## src/rtl/spw_rx_top_if.sv

```systemverilog
// Bundle of the DS line pair and the decoded-character outputs of spw_rx_top.
// master = line driver / link layer side, slave = the receiver.
interface spw_rx_top_if;
    logic       d;
    logic       s;
    logic [7:0] q;
    logic       nchar;
    logic       lchar;
    logic       parityError;
    logic       full_o;
    logic       empty_o;

    modport master (
        output d, s,
        input  q, nchar, lchar, parityError, full_o, empty_o
    );

    modport slave (
        input  d, s,
        output q, nchar, lchar, parityError, full_o, empty_o
    );
endinterface

```

## src/rtl/spw_rx_top.sv

```systemverilog
// SpaceWire DS receiver front end: bit recovery, character framing, odd parity
// check, and an auto-draining character FIFO feeding one-cycle output strobes.
module spw_rx_top #(
    parameter int unsigned DEPTH = 4
) (
    input logic         rxClk,
    input logic         rxReset,
    spw_rx_top_if.slave bus
);
    localparam int unsigned AW       = $clog2(DEPTH);
    localparam logic [AW:0] FULL_CNT = (AW + 1)'(DEPTH);

    typedef enum logic [2:0] {
        ST_PARITY,
        ST_FLAG,
        ST_CTRL,
        ST_DATA,
        ST_HALT
    } state_t;

    logic [1:0] r_d_sync;
    logic [1:0] r_s_sync;
    logic [1:0] r_ds_prev;
    logic [1:0] w_ds;
    logic       w_bit_vld;
    logic       w_bit;

    state_t     r_state;
    logic [2:0] r_bit_cnt;
    logic [7:0] r_shift;
    logic       r_par_bit;
    logic       r_par_acc;
    logic       r_par_err;
    logic       r_push;
    logic [8:0] r_push_data;

    logic [8:0]    r_mem [DEPTH];
    logic [AW-1:0] r_wr_ptr;
    logic [AW-1:0] r_rd_ptr;
    logic [AW:0]   r_count;
    logic [AW:0]   w_count_nxt;
    logic          w_wr;
    logic          w_pop;
    logic          r_full;
    logic          r_empty;
    logic [7:0]    r_q;
    logic          r_nchar;
    logic          r_lchar;

    // A bit is any change of the synchronised pair; simultaneous d/s change counts once.
    assign w_ds      = {r_d_sync[1], r_s_sync[1]};
    assign w_bit_vld = (w_ds != r_ds_prev);
    assign w_bit     = r_d_sync[1];

    always_ff @(posedge rxClk or negedge rxReset) begin
        if (!rxReset) begin
            r_d_sync  <= '0;
            r_s_sync  <= '0;
            r_ds_prev <= '0;
        end else begin
            r_d_sync  <= {r_d_sync[0], bus.d};
            r_s_sync  <= {r_s_sync[0], bus.s};
            r_ds_prev <= w_ds;
        end
    end

    // r_par_acc holds parity of the current character's CTRL/DATA bits, checked
    // against the next character's parity and flag bits.
    always_ff @(posedge rxClk or negedge rxReset) begin
        if (!rxReset) begin
            r_state     <= ST_PARITY;
            r_bit_cnt   <= '0;
            r_shift     <= '0;
            r_par_bit   <= 1'b0;
            r_par_acc   <= 1'b0;
            r_par_err   <= 1'b0;
            r_push      <= 1'b0;
            r_push_data <= '0;
        end else begin
            r_push <= 1'b0;
            if (w_bit_vld) begin
                case (r_state)
                    ST_PARITY: begin
                        r_par_bit <= w_bit;
                        r_state   <= ST_FLAG;
                    end
                    ST_FLAG: begin
                        if ((r_par_bit ^ w_bit ^ r_par_acc) == 1'b0) begin
                            r_par_err <= 1'b1;
                            r_state   <= ST_HALT;
                        end else begin
                            r_par_acc <= 1'b0;
                            r_bit_cnt <= '0;
                            r_state   <= w_bit ? ST_CTRL : ST_DATA;
                        end
                    end
                    ST_CTRL: begin
                        r_par_acc <= r_par_acc ^ w_bit;
                        if (r_bit_cnt == 3'd0) begin
                            r_shift[0] <= w_bit;
                            r_bit_cnt  <= 3'd1;
                        end else begin
                            r_push      <= 1'b1;
                            r_push_data <= {1'b0, 6'b0, w_bit, r_shift[0]};
                            r_state     <= ST_PARITY;
                        end
                    end
                    ST_DATA: begin
                        r_par_acc <= r_par_acc ^ w_bit;
                        r_shift   <= {w_bit, r_shift[7:1]};
                        r_bit_cnt <= r_bit_cnt + 3'd1;
                        if (r_bit_cnt == 3'd7) begin
                            r_push      <= 1'b1;
                            r_push_data <= {1'b1, w_bit, r_shift[7:1]};
                            r_state     <= ST_PARITY;
                        end
                    end
                    default: r_state <= ST_HALT;
                endcase
            end
        end
    end

    assign w_pop = (r_count != '0);
    assign w_wr  = r_push && (r_count != FULL_CNT);

    always_comb begin
        w_count_nxt = r_count;
        if (w_wr && !w_pop) begin
            w_count_nxt = r_count + (AW + 1)'(1);
        end else if (!w_wr && w_pop) begin
            w_count_nxt = r_count - (AW + 1)'(1);
        end
    end

    always_ff @(posedge rxClk) begin
        if (w_wr) begin
            r_mem[r_wr_ptr] <= r_push_data;
        end
    end

    always_ff @(posedge rxClk or negedge rxReset) begin
        if (!rxReset) begin
            r_wr_ptr <= '0;
            r_rd_ptr <= '0;
            r_count  <= '0;
            r_full   <= 1'b0;
            r_empty  <= 1'b1;
            r_q      <= '0;
            r_nchar  <= 1'b0;
            r_lchar  <= 1'b0;
        end else begin
            r_count <= w_count_nxt;
            r_full  <= (w_count_nxt == FULL_CNT);
            r_empty <= (w_count_nxt == '0);
            if (w_wr) begin
                r_wr_ptr <= r_wr_ptr + AW'(1);
            end
            r_nchar <= 1'b0;
            r_lchar <= 1'b0;
            if (w_pop) begin
                r_rd_ptr <= r_rd_ptr + AW'(1);
                r_q      <= r_mem[r_rd_ptr][7:0];
                r_nchar  <= r_mem[r_rd_ptr][8];
                r_lchar  <= ~r_mem[r_rd_ptr][8];
            end
        end
    end

    assign bus.q           = r_q;
    assign bus.nchar       = r_nchar;
    assign bus.lchar       = r_lchar;
    assign bus.parityError = r_par_err;
    assign bus.full_o      = r_full;
    assign bus.empty_o     = r_empty;
endmodule

```

## src/flat_wrapper.sv

```systemverilog
// flat-port wrapper written by rule: the top's interface ports become plain ports
module spw_rx_top_flat 
#(
    parameter int unsigned DEPTH = 4
)
  (rxClk, rxReset, bus_d, bus_s, bus_q, bus_nchar, bus_lchar, bus_parityError, bus_full_o, bus_empty_o);
  spw_rx_top_if bus_i ();
  input logic rxClk;
  input logic rxReset;
  input wire logic [$bits(bus_i.d)-1:0] bus_d;
  input wire logic [$bits(bus_i.s)-1:0] bus_s;
  output wire logic [$bits(bus_i.q)-1:0] bus_q;
  output wire logic [$bits(bus_i.nchar)-1:0] bus_nchar;
  output wire logic [$bits(bus_i.lchar)-1:0] bus_lchar;
  output wire logic [$bits(bus_i.parityError)-1:0] bus_parityError;
  output wire logic [$bits(bus_i.full_o)-1:0] bus_full_o;
  output wire logic [$bits(bus_i.empty_o)-1:0] bus_empty_o;
  assign bus_i.d = bus_d;
  assign bus_i.s = bus_s;
  assign bus_q = bus_i.q;
  assign bus_nchar = bus_i.nchar;
  assign bus_lchar = bus_i.lchar;
  assign bus_parityError = bus_i.parityError;
  assign bus_full_o = bus_i.full_o;
  assign bus_empty_o = bus_i.empty_o;
  spw_rx_top #(.DEPTH(DEPTH)) u_core (.rxClk(rxClk), .rxReset(rxReset), .bus(bus_i));
endmodule
```

## config.mk

```make
export PLATFORM = sky130hd
export DESIGN_NAME = spw_rx_top_flat
export DESIGN_NICKNAME = d
export VERILOG_FILES = /design/src/rtl/spw_rx_top_if.sv /design/src/rtl/spw_rx_top.sv /design/src/flat_wrapper.sv
export SDC_FILE = /design/constraint.sdc
export NUM_CORES = 1
export LEC_CHECK = 0
export CORE_MARGIN = 5
export CORE_UTILIZATION = 47
export CTS_CLUSTER_SIZE = 10
export DETAILED_ROUTE_END_ITERATION = 10
export HOLD_SLACK_MARGIN = 0.15
export SLEW_MARGIN = 0
export SYNTH_ARGS = -nofsm -noshare
export SYNTH_HDL_FRONTEND = slang
export SYNTH_SLANG_ARGS = --single-unit
```

## constraint.sdc

```tcl
create_clock -name rxClk -period 2.95 [get_ports rxClk]
set_input_delay 0.59 -clock rxClk [delete_from_list [all_inputs] [get_ports rxClk]]
set_output_delay 0.59 -clock rxClk [all_outputs]
set_load 0.02 [all_outputs]
```

=== Yosys cells after proc, flatten, opt, wreduce, memory -nomap -nowiden ===
Memory sizes are Yosys's and may differ from the RTL's.
Index checks and enable logic that the tools add are counted.

* Logic and storage cells: 88
* Output and inout port bits: 13
* Memories kept: 1
* Memory bits (writable): 36
* Latch bits: 0
* Flip-flop bits (word level): 52
* Bits in read-only memories: 0

{| class="wikitable"
|+ Memory list
! memory !! depth !! width !! read ports !! clocked after memory_dff !! wr ports !! RTL line !! source
|-
| u_core.r_mem || 4 || 9 || 1 || 0 || 1 || spw_rx_top.sv:37 || <nowiki>logic [8:0] r_mem [DEPTH];</nowiki>
|}

* Eq/ne operators: 11
* Muxes and demuxes: 25
* Bitwise logic cells: 5
* Shifts and indexed selects: 0
* Add/subtract/negate cells: 5
* Multipliers: 0
* Divide/modulo/power cells: 0
* $lt $le $gt $ge: 0
* Reductions and logical operators: 21

{| class="wikitable"
|+ Operator list
! kind !! count
|-
| 3-bit 2-to-1 mux || 7
|-
| 9-bit 2-to-1 mux || 2
|-
| 9-bit case mux with 2 select lines || 1
|-
| 3-bit case mux with 4 select lines || 1
|-
| 3-bit AND reduction || 4
|-
| 1-bit 2-to-1 mux || 10
|-
| 3-bit logical NOT || 3
|-
| 3-bit case mux with 3 select lines || 1
|-
| 4-bit AND reduction || 2
|-
| 3-bit by 1-bit adder with 3-bit output, second input constant || 2
|-
| 3-bit by 2-bit equality test with 1-bit output, second input constant || 2
|-
| 3-bit equality test, second input constant || 2
|-
| 2-bit by 1-bit != test with 1-bit output, second input constant || 3
|-
| 1-bit case mux with 2 select lines || 3
|-
| 3-bit nonzero test || 2
|-
| 2-bit by 1-bit adder with 2-bit output, second input constant || 2
|-
| 2-bit AND reduction || 2
|-
| 2-bit nonzero test || 2
|-
| 3-bit by 1-bit equality test with 1-bit output, second input constant || 1
|-
| 1-bit logical AND || 3
|-
| 3-bit != test, second input constant || 1
|-
| 3-bit by 1-bit subtractor with 3-bit output, second input constant || 1
|-
| 1-bit XOR || 3
|-
| 1-bit logical NOT || 2
|-
| 4 further kinds || 5
|}

=== Depth between registers and ports, before layout ===
Gate-level depths: netlist of the first run.

* Depth in word-level cells: 7
* Depth in mapped cells: 8

=== Least setup slack after synthesis of the first run ===
OpenSTA, ideal clock, no wires.

* Path type: flip-flop to flip-flop
* From: reg u_core.r_bit_cnt[0]
* To: reg u_core.r_push_data[0]
* Stages on the path, launching flop included: 9
* Arrival time: 1.624 ns
* Setup slack: 1.202 ns
* Cells stage by stage: dfrtp_1 > ha_1 > ha_1 > buf_2 > inv_1 > mux2_2 > nand2b_1 > buf_2 > mux2_2

* Word-level cells in the longest chain between the ends: 3
* Elaborated cells on any way between the ends: 5
* Those cells by class: eq/ne (3); reduce/logical (2)

{| class="wikitable"
|+ Ends and longest elaborated chain
! what !! RTL line !! source
|-
| start: declaration || spw_rx_top.sv:29 || <nowiki>logic [2:0] r_bit_cnt;</nowiki>
|-
| start signal: assignment || spw_rx_top.sv:111 || <nowiki>r_bit_cnt <= r_bit_cnt + 3'd1;</nowiki>
|-
| 3-bit equality test / 3-bit logical NOT (equally long branches) || spw_rx_top.sv:112, spw_rx_top.sv:99 ||
|-
| 2-bit by 1-bit != test with 1-bit output (no source line) / 2-bit != test (equally long branches) || - ||
|-
| 4-bit AND reduction (no source line) * || - ||
|-
| end signal: assignment || spw_rx_top.sv:104 || <nowiki>r_push_data <= {1'b0, 6'b0, w_bit, r_shift[0]};</nowiki>
|-
| end signal: assignment || spw_rx_top.sv:114 || <nowiki>r_push_data <= {1'b1, w_bit, r_shift[7:1]};</nowiki>
|-
| end: declaration || spw_rx_top.sv:35 || <nowiki>logic [8:0] r_push_data;</nowiki>
|}

Mark *: on every way between the ends. The rest lies on a longest branch, timed or not.
A chain may end at the register's enable or synchronous reset.

=== Final worst setup path of the first run ===
* From: reg u_core.r_empty (netlist: u_core.bus.empty_o)
* To: out bus_empty_o

{| class="wikitable"
|+ RTL lines
! what !! RTL line !! source
|-
| start: declaration || spw_rx_top.sv:45 || <nowiki>logic r_empty;</nowiki>
|-
| start signal: assignment || spw_rx_top.sv:155 || <nowiki>r_empty <= (w_count_nxt == '0);</nowiki>
|-
| end: declaration || flat_wrapper.sv:17 || <nowiki>output wire logic [$bits(bus_i.empty_o)-1:0] bus_empty_o;</nowiki>
|}

No word-level cell between the ends.

==> impl_summary.log, run 1 <==
[metrics] initial antenna violation count: 0
[metrics] Worst VDD drop: 0.318 mV
[metrics] number of instances in the synthesized netlist: 257
[metrics] top_reg_cell synth: sky130_fd_sc_hd__dfrtp_1
[metrics] Layout Area Growth over Synthesis: 11.8%
[metrics] post-synth cell types: 44
[metrics] power per unit of standard cell area: 828 nW/µm²
[metrics] drt first pass iters: 4
[metrics] status: completed
[metrics] flops & latches, synth: 88
[metrics] final critical delay including setup and external delays: approximately 2.0 ns
[metrics] final worst path period share: 0.691
[metrics] final wirelength: around 5700 µm
[metrics] crit path cell chain: clkdlybuf4s50_1
[metrics] Filler Cells Inserted: 666
[metrics] unrepaired setup endpoints after global routing: false
[metrics] finished layout cell area: between 4000 and 5000 µm²
[metrics] headroom to the max-slew limit: 0.577
[metrics] Post-CTS Setup Repair Bufs: 0
[metrics] violation count after the first detailed-route iteration: 49
[metrics] Final Hold Fails: 0
[metrics] count of synthesis-stage warnings from yosys: 0
[metrics] peak fanout along the critical path: 1
[metrics] number of remaining DRC errors: 0
[metrics] Placed Instances: approximately 370
[metrics] detailed-route vias per instance: just over 5
[metrics] average detailed-routed wire length per instance: 14.9 µm
[metrics] worst path arrival time: ~1.5 ns
[metrics] part of the power in registers: 0.480
[metrics] Final TNS setup: 0 ns
[metrics] root buffer cell: sky130_fd_sc_hd__clkbuf_8
[metrics] Initial Utilization: 0.480
[metrics] HPWL after DPL: approximately 4200 µm
[metrics] Post-DRT Antenna Nets: 0
[metrics] maximum clock insertion buffer count: 2
[metrics] max-slew violation count: 0
[metrics] Horiz. Die Dim: 98.3 µm
[metrics] clock power share: 0.233
[metrics] transition time at the pin with the least slew margin: between 0.6 and 0.7 ns
[metrics] cell count of the worst reg-to-reg path: 4
[metrics] endpoint class of the critical path: primary output
[metrics] standby leakage power: 0.00163 µW
[metrics] PnR worst setup slack: 0.911 ns
[metrics] Critical Path Start Type: flip-flop
[metrics] last weighted congestion value of the routability-driven placer: 0.765
[metrics] mapped cell area: 3670 µm²
[metrics] CP peak stage delay: 0.59 ns
[metrics] switching portion of total power: 0.309
[metrics] Core Rows: 32
[metrics] pin count of the biggest net entering global routing: 20
[metrics] total gr overflow: 0
[metrics] net count after synthesis: 271
[metrics] number of global-route vias before repair: approximately 2k
[metrics] count of placed standard cells in the final layout, fillers left out: 381
[metrics] wire length of the first global-routing pass: between 9000 and 10000 µm
[metrics] die area: 9670 µm²
[metrics] worst reg2reg path startpoint: u_core.r_count[0]$_DFF_PN0_
[metrics] Pint: about 2300 µW
[metrics] die boundary height: 98.3 µm
[metrics] Placement Setup Slack: 0.884 ns
[metrics] Tot GR Track Use: 0.131
[metrics] placed cell areas: 3910 µm²
[metrics] max-cap violation count: 0
[metrics] kind of critical path: reg -> out
[metrics] critical path's top delay family: buffers and inverters
[metrics] hold slack: 0.166 ns
[metrics] proportion of synthesized flip-flops having asynchronous set or reset: 0.591
[metrics] Avg Synthesized Cell Area: about 14 µm²
[metrics] number of antenna repair diodes: 0
[metrics] CTS clock-pin slew for the worst setup and hold paths: 0.08 ns
[metrics] top-level I/O count: 17
[metrics] number of enable flip-flop cells after synthesis: 36
[metrics] Switch Pwr: 1050 µW
[metrics] Net count, final: 288
[metrics] Worst Path Required: 2.36 ns
[metrics] port buffer count: 16
[metrics] ratio of cells with drive above 1 in the final layout: 0.176
[metrics] worst min-delay path class: in -> async
[metrics] clock insertion delay at the later pin of the skew report: 0.34 ns
[metrics] CTS HTree Levels: 3
[metrics] CTS hold repair buffers: 0
[metrics] count of vias placed by the detailed router: 1979
[metrics] placeable core area: 7650 µm²
[metrics] number of buffers inserted during clock tree synthesis: 9
[metrics] number of stages on the worst setup path: 1
[metrics] buffering stage count on the worst path with inverters included: 1
[metrics] slowest library cell on the worst path: sky130_fd_sc_hd__clkdlybuf4s50_1
[metrics] share of synthesized area occupied by flip-flops and latches: 0.650
[metrics] clock skew: 0.0127 ns
[metrics] TritonCTS clock tree: done
[metrics] worst r2r dst: u_core.r_mem[0][6]$_DFFE_PP_
[metrics] register-to-register setup slack: 0.93 ns
[metrics] number of clock sinks seen by CTS: 88
[metrics] Post-CTS Resized: 0
[metrics] Final Setup Violations: 0
[metrics] Fmax: 491 MHz
[metrics] proportion of power drawn by combinational gates: 0.287
==> per-layer routing <==
| layer | vias up | global-route usage | part of all wire | wire (µm) |
|---|---|---|---|---|
| met4 | 0 | 0.0378 | 0.0060 | 34 |
| met5 | - | 0 | 0 | 0 |
| met2 | 28 | 0.213 | 0.49 | 2790 |
| met3 | 2 | 0.0407 | 0.037 | 207 |
| met1 | 994 | 0.169 | 0.47 | 2640 |
| li1 | 955 | - | - | - |
==> power groups by stage <==
stage          clock [µW]  sequential (µW)  combinational [µW]
6_report              793             1630                 975
3_5_place_dp            0             1660                 990
3_3_place_gp            0             1650                 976
2_1_floorplan           0             1670                 672
5_1_grt               878             1670                1090
4_1_cts               825             1640                 993
==> cells by family (layout without fill, tap and decap cells) <==
| logic type | count (synthesis) | after routing | share of synthesized area |
|---|---|---|---|
| AOI/OAI and AO/OA | 34 | 34 | 0.0662 |
| xor gates and xnor gates | 8 | 8 | 0.0252 |
| adders and majority gates | 10 | 10 | 0.0341 |
| buffers and inverters | 25 | 47 | 0.0317 |
| DFF | 88 | 88 | 0.650 |
| muxes | 26 | 26 | 0.107 |
| and+or+nand+nor | 66 | 66 | 0.0863 |
==> through the flow <==
| stage | power, µW | util |
|---|---|---|
| 2_1_floorplan | 2340 | - |
| 3_3_place_gp | 2630 | 0.511 |
| 3_5_place_dp | 2650 | 0.511 |
| 4_1_cts | 3460 | 0.536 |
| 5_1_grt | 3640 | 0.536 |
| 6_report | 3400 | 0.536 |
==> sequential cells by signal (all words and copies together) (netlist names) <==
register,cells
u_core.r_par_acc,1
u_core.bus.nchar,1
u_core.r_shift,8
u_core.bus.full_o,1
u_core.r_par_bit,1
u_core.r_push,1
u_core.r_state,3
u_core.bus.parityError,1
u_core.r_ds_prev,2
u_core.r_mem,36
u_core.bus.empty_o,1
u_core.r_count,3
u_core.r_rd_ptr,2
u_core.r_push_data,9
u_core.bus.q,8
u_core.r_s_sync,2
u_core.bus.lchar,1
u_core.r_bit_cnt,3
u_core.r_d_sync,2
u_core.r_wr_ptr,2
==> layout by cell type, fill, tap and decap left out, types with 8 or more instances in the layout <==
cell type and n:
sky130_fd_sc_hd__clkbuf_8 9, sky130_fd_sc_hd__clkdlybuf4s50_1 15, sky130_fd_sc_hd__dfrtp_1 51, sky130_fd_sc_hd__edfxtp_1 36
sky130_fd_sc_hd__ha_1 10, sky130_fd_sc_hd__inv_1 11, sky130_fd_sc_hd__mux2_2 15, sky130_fd_sc_hd__mux4_2 9
sky130_fd_sc_hd__nand2_1 36, sky130_fd_sc_hd__o21ai_0 8
==> cell type report <==
class / count / area, µm² / share of cell area
clock buffer: 9 / 124 / 0.0302
clock inverter: 7 / 71.3 / 0.0174
inverter: 11 / 41.3 / 0.0101
multi-input combinational: 144 / 1170 / 0.285
sequential: 88 / 2380 / 0.581
tap: 102 / 128 / 0.0311
timing repair buffer: 20 / 185 / 0.0451
==> synthesized netlist by cell type, drive strengths merged (2+ instances only) <==
| cell type | instances | area share |
|---|---|---|
| dfrtp | 51 | 0.35 |
| nor2b | 2 | 0.0034 |
| a22o | 2 | 0.0048 |
| ha | 10 | 0.034 |
| edfxtp | 36 | 0.29 |
| nor3 | 2 | 0.0027 |
| mux2 | 15 | 0.046 |
| a21oi | 6 | 0.0092 |
| and2 | 6 | 0.011 |
| xnor2 | 7 | 0.019 |
| a32o | 6 | 0.016 |
| nand2 | 36 | 0.037 |
| inv | 11 | 0.011 |
| o22ai | 2 | 0.0034 |
| nor4 | 2 | 0.0034 |
| nand2b | 5 | 0.0085 |
| mux4 | 9 | 0.055 |
| o21ai | 8 | 0.011 |
| nor2 | 6 | 0.0061 |
| o31ai | 2 | 0.0041 |
| nand3 | 2 | 0.0027 |
| mux2i | 2 | 0.0055 |
| clkbuf | 8 | 0.0082 |
| buf | 6 | 0.012 |
==> worst max path at each step <==
| stage | from | to | slack (ns) |
|---|---|---|---|
| after detailed placement | u_core.r_count[0]$_DFF_PN0_ | u_core.r_mem[0][5]$_DFFE_PP_ | 0.88 |
| final | u_core.bus.empty_o$_DFF_PN1_ | bus_empty_o | 0.91 |
| after CTS | u_core.r_count[0]$_DFF_PN0_ | u_core.r_mem[0][6]$_DFFE_PP_ | 0.88 |
| after global routing | u_core.r_count[1]$_DFF_PN0_ | u_core.r_mem[0][6]$_DFFE_PP_ | 0.75 |
| after floorplan | u_core.r_bit_cnt[0]$_DFFE_PN0P_ | u_core.r_push_data[0]$_DFFE_PN0P_ | 1.20 |
| after global placement | u_core.r_count[0]$_DFF_PN0_ | u_core.r_mem[0][3]$_DFFE_PP_ | 0.98 |
Note: power is estimated with default switching activity, not from simulation.
==> inputs of run 2 (changes only) <==
- clock period: 2.95 -> 2.02 ns (I/O delays scaled with it)
==> run 2 against run 1 <==
Register-to-register slack worse by 0.79 ns. Largest cell class unchanged. Non-clock buffer count is 11 higher. Critical endpoint is now u_core.r_push_data[1]$_DFFE_PN0P_. Critical path depth is 5 higher.
==> impl_summary.log, run 2 (synthesized netlist as in run 1, its figures left out) <==
[metrics] status: completed
[metrics] Post-CTS Resized: 0
[metrics] violation count after the first detailed-route iteration: 81
[metrics] wire length of the first global-routing pass: a little under 10000 µm
[metrics] Final Setup Violations: 0
[metrics] biggest regs: u_core.r_mem: 36 flops, u_core.r_push_data: 9 flops
[metrics] CTS hold repair buffers: 1
[metrics] proportion of power drawn by combinational gates: 0.309
[metrics] Switch Pwr: 1570 µW
[metrics] peak fanout along the critical path: 9
[metrics] number of antenna repair diodes: 0
[metrics] number of instances on the worst hold path: 0
[metrics] most common cell after layout, fill and taps aside: sky130_fd_sc_hd__dfrtp_1
[metrics] Layout Area Growth over Synthesis: 13.7%
[metrics] unrepaired setup endpoints after global routing: false
[metrics] number of remaining DRC errors: 0
[metrics] worst path arrival time: about 2.1 ns
[metrics] number of buffers inserted during clock tree synthesis: 9
[metrics] root buffer cell: sky130_fd_sc_hd__clkbuf_8
[metrics] power per unit of standard cell area: 1180 nW/µm²
[metrics] Placement Setup Slack: 0.152 ns
[metrics] switching portion of total power: 0.318
[metrics] Initial Utilization: 0.480
[metrics] number of clock sinks seen by CTS: slightly below 90
[metrics] drt first pass iters: 4
[metrics] slowest library cell on the worst path: sky130_fd_sc_hd__dfrtp_1
[metrics] most frequent cells in the layout: sky130_fd_sc_hd__dfrtp_1, sky130_fd_sc_hd__nand2_1, sky130_fd_sc_hd__edfxtp_1, sky130_fd_sc_hd__mux2_2, sky130_fd_sc_hd__clkdlybuf4s50_1
[metrics] CTS clock-pin slew for the worst setup and hold paths: 0.09 ns
[metrics] die area: 9670 µm²
[metrics] cell count of the worst reg-to-reg path: 6
[metrics] final critical delay including setup and external delays: 1.88 ns
[metrics] detailed-route vias per instance: a little over 5
[metrics] standby leakage power: about 0.0017 µW
[metrics] transition time at the pin with the least slew margin: about 0.47 ns
[metrics] flip-flop count of the largest register after layout: 36
[metrics] Core Rows: 32
[metrics] kind of critical path: reg -> reg
[metrics] maximum clock insertion buffer count: 2
[metrics] Fmax: 533 MHz
[metrics] worst r2r dst: u_core.r_push_data[1]$_DFFE_PN0P_
[metrics] Final Hold Fails: 0
[metrics] Net count, final: 299
[metrics] hold path startpoint: u_core.r_d_sync[0]$_DFF_PN0_
[metrics] crit path cell chain: inv_1 > ha_1 > nor2b_1 > mux2_2 > nand2b_1 > mux2_2
[metrics] Worst VDD drop: between 0.4 and 0.5 mV
[metrics] Worst Path Required: between 2 and 2.5 ns
[metrics] placeable core area: 7650 µm²
[metrics] max-cap violation count: 0
[metrics] Pint: 3350 µW
[metrics] CTS HTree Levels: 3
[metrics] Critical Path Start Type: flip-flop
[metrics] total gr overflow: 0
[metrics] number of global-route vias before repair: 1990
[metrics] Final TNS setup: 0 ns
[metrics] top-level I/O count: 17
[metrics] HPWL after DPL: 3840 µm
[metrics] final wirelength: between 5000 and 6000 µm
[metrics] ratio of cells with drive above 1 in the final layout: 0.203
[metrics] port buffer count: 16
[metrics] Tot GR Track Use: 0.128
[metrics] endpoint class of the critical path: flip-flop
[metrics] register-to-register setup slack: 0.14 ns
[metrics] finished layout cell area: 4170 µm²
[metrics] PnR worst setup slack: ~0.14 ns
[metrics] Horiz. Die Dim: 98.3 µm
[metrics] clock skew: 0.0106 ns
[metrics] total power after layout: 4920 µW
[metrics] final worst path period share: 0.929
[metrics] worst-case hold path end point: u_core.r_d_sync[1]$_DFF_PN0_
[metrics] placed cell areas: between 3000 and 4000 µm²
[metrics] top register by number of flip-flops: u_core.r_mem
[metrics] most frequent CP cell: sky130_fd_sc_hd__mux2_2
[metrics] average detailed-routed wire length per instance: 14.0 µm
[metrics] clock insertion delay at the later pin of the skew report: 0.35 ns
[metrics] count of vias placed by the detailed router: 1987
[metrics] clock power share: 0.220
[metrics] Post-CTS Setup Repair Bufs: 0
[metrics] die boundary height: 98.3 µm
[metrics] pin count of the biggest net entering global routing: 22
[metrics] worst reg2reg path startpoint: u_core.r_bit_cnt[0]$_DFFE_PN0P_
[metrics] initial antenna violation count: 0
[metrics] last weighted congestion value of the routability-driven placer: 0.785
[metrics] worst min-delay path class: reg -> reg
[metrics] CP peak stage delay: 0.39 ns
[metrics] headroom to the max-slew limit: 0.686
[metrics] part of the power in registers: 0.471
[metrics] max-slew violation count: 0
[metrics] TritonCTS clock tree: done
[metrics] Post-DRT Antenna Nets: 0
[run 2: metal layers]
layer / wire length (µm) / GRT usage / vias up
met1: 2600 / 0.170 / 967
met5: 0 / 0 / -
met3: 212 / 0.0314 / 6
li1: - / - / 978
met2: 2600 / 0.196 / 36
met4: 73 / 0.0662 / 0
[run 2: stage by stage]
step,hold slack [ns],utilization,cells
6_report,0.362,0.545,392
5_1_grt,0.371,0.545,392
4_1_cts,0.361,0.545,392
3_5_place_dp,0.338,0.521,375
3_3_place_gp,0.334,0.521,375
2_1_floorplan,0.108,-,257
[run 2: power by group through the flow]
stage	Clock, µW	Sequential [µW]	Combinational (µW)
2_1_floorplan	0	2430	982
3_3_place_gp	0	2350	1530
3_5_place_dp	0	2360	1550
4_1_cts	1130	2320	1550
5_1_grt	1210	2370	1710
6_report	1080	2320	1520
[run 2: worst max path at each step]
stage                                          from  depth (start not counted)  slack, ns                                 to
floorplan           u_core.r_bit_cnt[0]$_DFFE_PN0P_                          8       0.27  u_core.r_push_data[0]$_DFFE_PN0P_
global route        u_core.r_bit_cnt[0]$_DFFE_PN0P_                          6      0.002  u_core.r_push_data[0]$_DFFE_PN0P_
global placement    u_core.r_bit_cnt[0]$_DFFE_PN0P_                          6       0.22  u_core.r_push_data[0]$_DFFE_PN0P_
detailed placement  u_core.r_bit_cnt[0]$_DFFE_PN0P_                          6       0.15  u_core.r_push_data[1]$_DFFE_PN0P_
finish              u_core.r_bit_cnt[0]$_DFFE_PN0P_                          6       0.14  u_core.r_push_data[1]$_DFFE_PN0P_
CTS                 u_core.r_bit_cnt[0]$_DFFE_PN0P_                          6       0.12  u_core.r_push_data[1]$_DFFE_PN0P_
[run 2: cell type report]
class | instances | area (µm²)
tap | 102 | 128
fill | 636 | 3480
clock inverter | 7 | 56.3
sequential | 88 | 2380
timing repair buffer | 31 | 270
multi-input combinational | 144 | 1170
clock buffer | 9 | 124
inverter | 11 | 41.3
[run 2: worst max-delay path: cells and delay by family (launching register included)]
family	cells	cell delay [ns]
buf+inv	1	0.09
simple gates	2	0.56
mux	2	0.59
flops	1	0.39
fa+ha+maj	1	0.14
==> inputs of run 3 (changes only) <==
- CAP_MARGIN: unset -> 20
- SKIP_CTS_REPAIR_TIMING: unset -> 1
==> run 3 against run 2 <==
Via count unchanged. Core utilization is the same. Final area did not move. Clock skew unchanged. Highest routed layer unchanged. Hold slack is the same. Power barely moved. Largest cell class unchanged. Setup slack did not move. Die area is the same. Critical path depth unchanged. Critical endpoint unchanged. Final cell count did not move. Register-to-register slack about the same.
==> impl_summary.log, run 3 (synthesized netlist as in run 1, its figures left out) <==
[metrics] status: completed
[metrics] number of stages on the worst setup path: 6
[metrics] sequential standard cell area: ~2400 µm²
[metrics] die area: slightly below 10000 µm²
[metrics] number of buffers inserted during clock tree synthesis: 9
[metrics] Tot GR Track Use: 0.128
[metrics] drt first pass iters: 4
[metrics] Placed Instances: 375
[metrics] number of clock sinks seen by CTS: 88
[metrics] Worst VDD drop: between 0.4 and 0.5 mV
[metrics] total power after layout: 4920 µW
[metrics] CP peak stage delay: 0.39 ns
[metrics] flip-flop count of the largest register after layout: 36
[metrics] Filler Cells Inserted: 636
[metrics] Final Hold Fails: 0
[metrics] initial antenna violation count: 0
[metrics] Initial Utilization: 0.480
[metrics] top register by number of flip-flops: u_core.r_mem
[metrics] pin count of the biggest net entering global routing: 22
[metrics] proportion of power drawn by combinational gates: 0.309
[metrics] slowest library cell on the worst path: sky130_fd_sc_hd__dfrtp_1
[metrics] CTS clock-pin slew for the worst setup and hold paths: 0.09 ns
[metrics] number of global-route vias before repair: 1987
[metrics] peak fanout along the critical path: 9
[metrics] endpoint class of the critical path: flip-flop
[metrics] part of the power in registers: 0.471
[metrics] CTS HTree Levels: 3
[metrics] kind of critical path: reg -> reg
[metrics] violation count after the first detailed-route iteration: 81
[metrics] final wirelength: 5490 µm
[metrics] die boundary height: 98.3 µm
[metrics] worst path arrival time: approximately 2.1 ns
[metrics] Post-DRT Antenna Nets: 0
[metrics] Critical Path Start Type: flip-flop
[metrics] average detailed-routed wire length per instance: roughly 14 µm
[metrics] critical path's top delay family: multiplexers
[metrics] port buffer count: 16
[metrics] Core Rows: 32
[metrics] Worst Path Required: 2.26 ns
[metrics] finished layout cell area: 4170 µm²
[metrics] Net count, final: 299
[metrics] most frequent cells in the layout: sky130_fd_sc_hd__dfrtp_1, sky130_fd_sc_hd__nand2_1, sky130_fd_sc_hd__edfxtp_1, sky130_fd_sc_hd__mux2_2, sky130_fd_sc_hd__clkdlybuf4s50_1
[metrics] number of remaining DRC errors: 0
[metrics] power per unit of standard cell area: 1180 nW/µm²
[metrics] unrepaired setup endpoints after global routing: false
[metrics] placeable core area: 7650 µm²
[metrics] Placement Setup Slack: between 0.15 and 0.2 ns
[metrics] Switch Pwr: ~1600 µW
[metrics] TritonCTS clock tree: done
[metrics] worst min-delay path class: reg -> reg
[metrics] last weighted congestion value of the routability-driven placer: 0.785
[metrics] final worst path period share: 0.929
[metrics] most frequent CP cell: sky130_fd_sc_hd__mux2_2
[metrics] ratio of cells with drive above 1 in the final layout: 0.203
[metrics] headroom to the max-slew limit: 0.686
[metrics] max-slew violation count: 0
[metrics] crit path cell chain: inv_1 > ha_1 > nor2b_1 > mux2_2 > nand2b_1 > mux2_2
[metrics] total gr overflow: 0
[metrics] clock skew: 0.0106 ns
[metrics] most common cell after layout, fill and taps aside: sky130_fd_sc_hd__dfrtp_1
[metrics] switching portion of total power: 0.318
[metrics] final critical delay including setup and external delays: between 1.5 and 2 ns
[metrics] area used by multi-input combinational logic: about 1200 µm²
[metrics] root buffer cell: sky130_fd_sc_hd__clkbuf_8
[metrics] Pint: 3350 µW
[metrics] detailed-route vias per instance: slightly above 5
[metrics] Fmax: 533 MHz
[metrics] top-level I/O count: 17
[metrics] biggest regs: u_core.r_mem: 36 flops, u_core.r_push_data: 9 flops
[metrics] placed cell areas: 3980 µm²
[metrics] wire length of the first global-routing pass: 9760 µm
[metrics] Final Setup Violations: 0
[metrics] maximum clock insertion buffer count: 2
[metrics] number of instances on the worst hold path: 0
[metrics] standby leakage power: 0.00167 µW
[metrics] count of vias placed by the detailed router: 1987
[metrics] transition time at the pin with the least slew margin: about 0.47 ns
[metrics] Horiz. Die Dim: 98.3 µm
[metrics] max-cap violation count: 0
[metrics] HPWL after DPL: 3840 µm
[metrics] count of placed standard cells in the final layout, fillers left out: roughly 400
[metrics] cell count of the worst reg-to-reg path: 6
[metrics] number of antenna repair diodes: 0
[metrics] clock power share: 0.220
[metrics] PnR worst setup slack: 0.144 ns
[metrics] Layout Area Growth over Synthesis: 13.7%
[metrics] Final TNS setup: 0 ns
[metrics] clock insertion delay at the later pin of the skew report: 0.35 ns
[metrics] buffering stage count on the worst path with inverters included: 1
## run 3: cell counts in the layout (fill, tap and decap cells not counted)
No cell type changed its count.
## run 3: final timing paths
path | end | from | slack, ns
max in group asynchronous | u_core.bus.empty_o$_DFF_PN1_ | rxReset | 0.85
worst min register to register | u_core.r_d_sync[1]$_DFF_PN0_ | u_core.r_d_sync[0]$_DFF_PN0_ | 0.36
worst max register to register | u_core.r_push_data[1]$_DFFE_PN0P_ | u_core.r_bit_cnt[0]$_DFFE_PN0P_ | 0.14
min in group asynchronous | u_core.r_count[0]$_DFF_PN0_ | rxReset | 0.54
worst min-delay path | u_core.r_d_sync[1]$_DFF_PN0_ | u_core.r_d_sync[0]$_DFF_PN0_ | 0.36
worst max-delay path | u_core.r_push_data[1]$_DFFE_PN0P_ | u_core.r_bit_cnt[0]$_DFFE_PN0P_ | 0.14
## run 3: cell type report
cell class	count	share of cell area
tap	102	0.0306
multi-input combinational	144	0.280
sequential	88	0.571
clock inverter	7	0.0135
timing repair buffer	31	0.0648
inverter	11	0.00990
clock buffer	9	0.0297
## run 3: layer usage
| layer | global-route usage | part of all wire | up-vias |
|---|---|---|---|
| met2 | 0.196 | 0.47 | 36 |
| met3 | 0.0307 | 0.039 | 6 |
| met1 | 0.170 | 0.47 | 967 |
| met4 | 0.0662 | 0.013 | 0 |
| li1 | - | - | 978 |
| met5 | 0 | 0 | - |
## run 3: metrics by stage
| stage | util | hold slack, ns |
|---|---|---|
| after floorplan | - | 0.108 |
| after global placement | 0.521 | 0.334 |
| after detailed placement | 0.521 | 0.338 |
| after CTS | 0.544 | 0.00216 |
| after global routing | 0.545 | 0.371 |
| final | 0.545 | 0.362 |
## run 3: power groups by stage
stage | logic [µW] | clock network [µW] | registers [µW]
2_1_floorplan | 982 | 0 | 2430
3_3_place_gp | 1530 | 0 | 2350
3_5_place_dp | 1550 | 0 | 2360
4_1_cts | 1550 | 1130 | 2320
5_1_grt | 1710 | 1210 | 2370
6_report | 1520 | 1080 | 2320
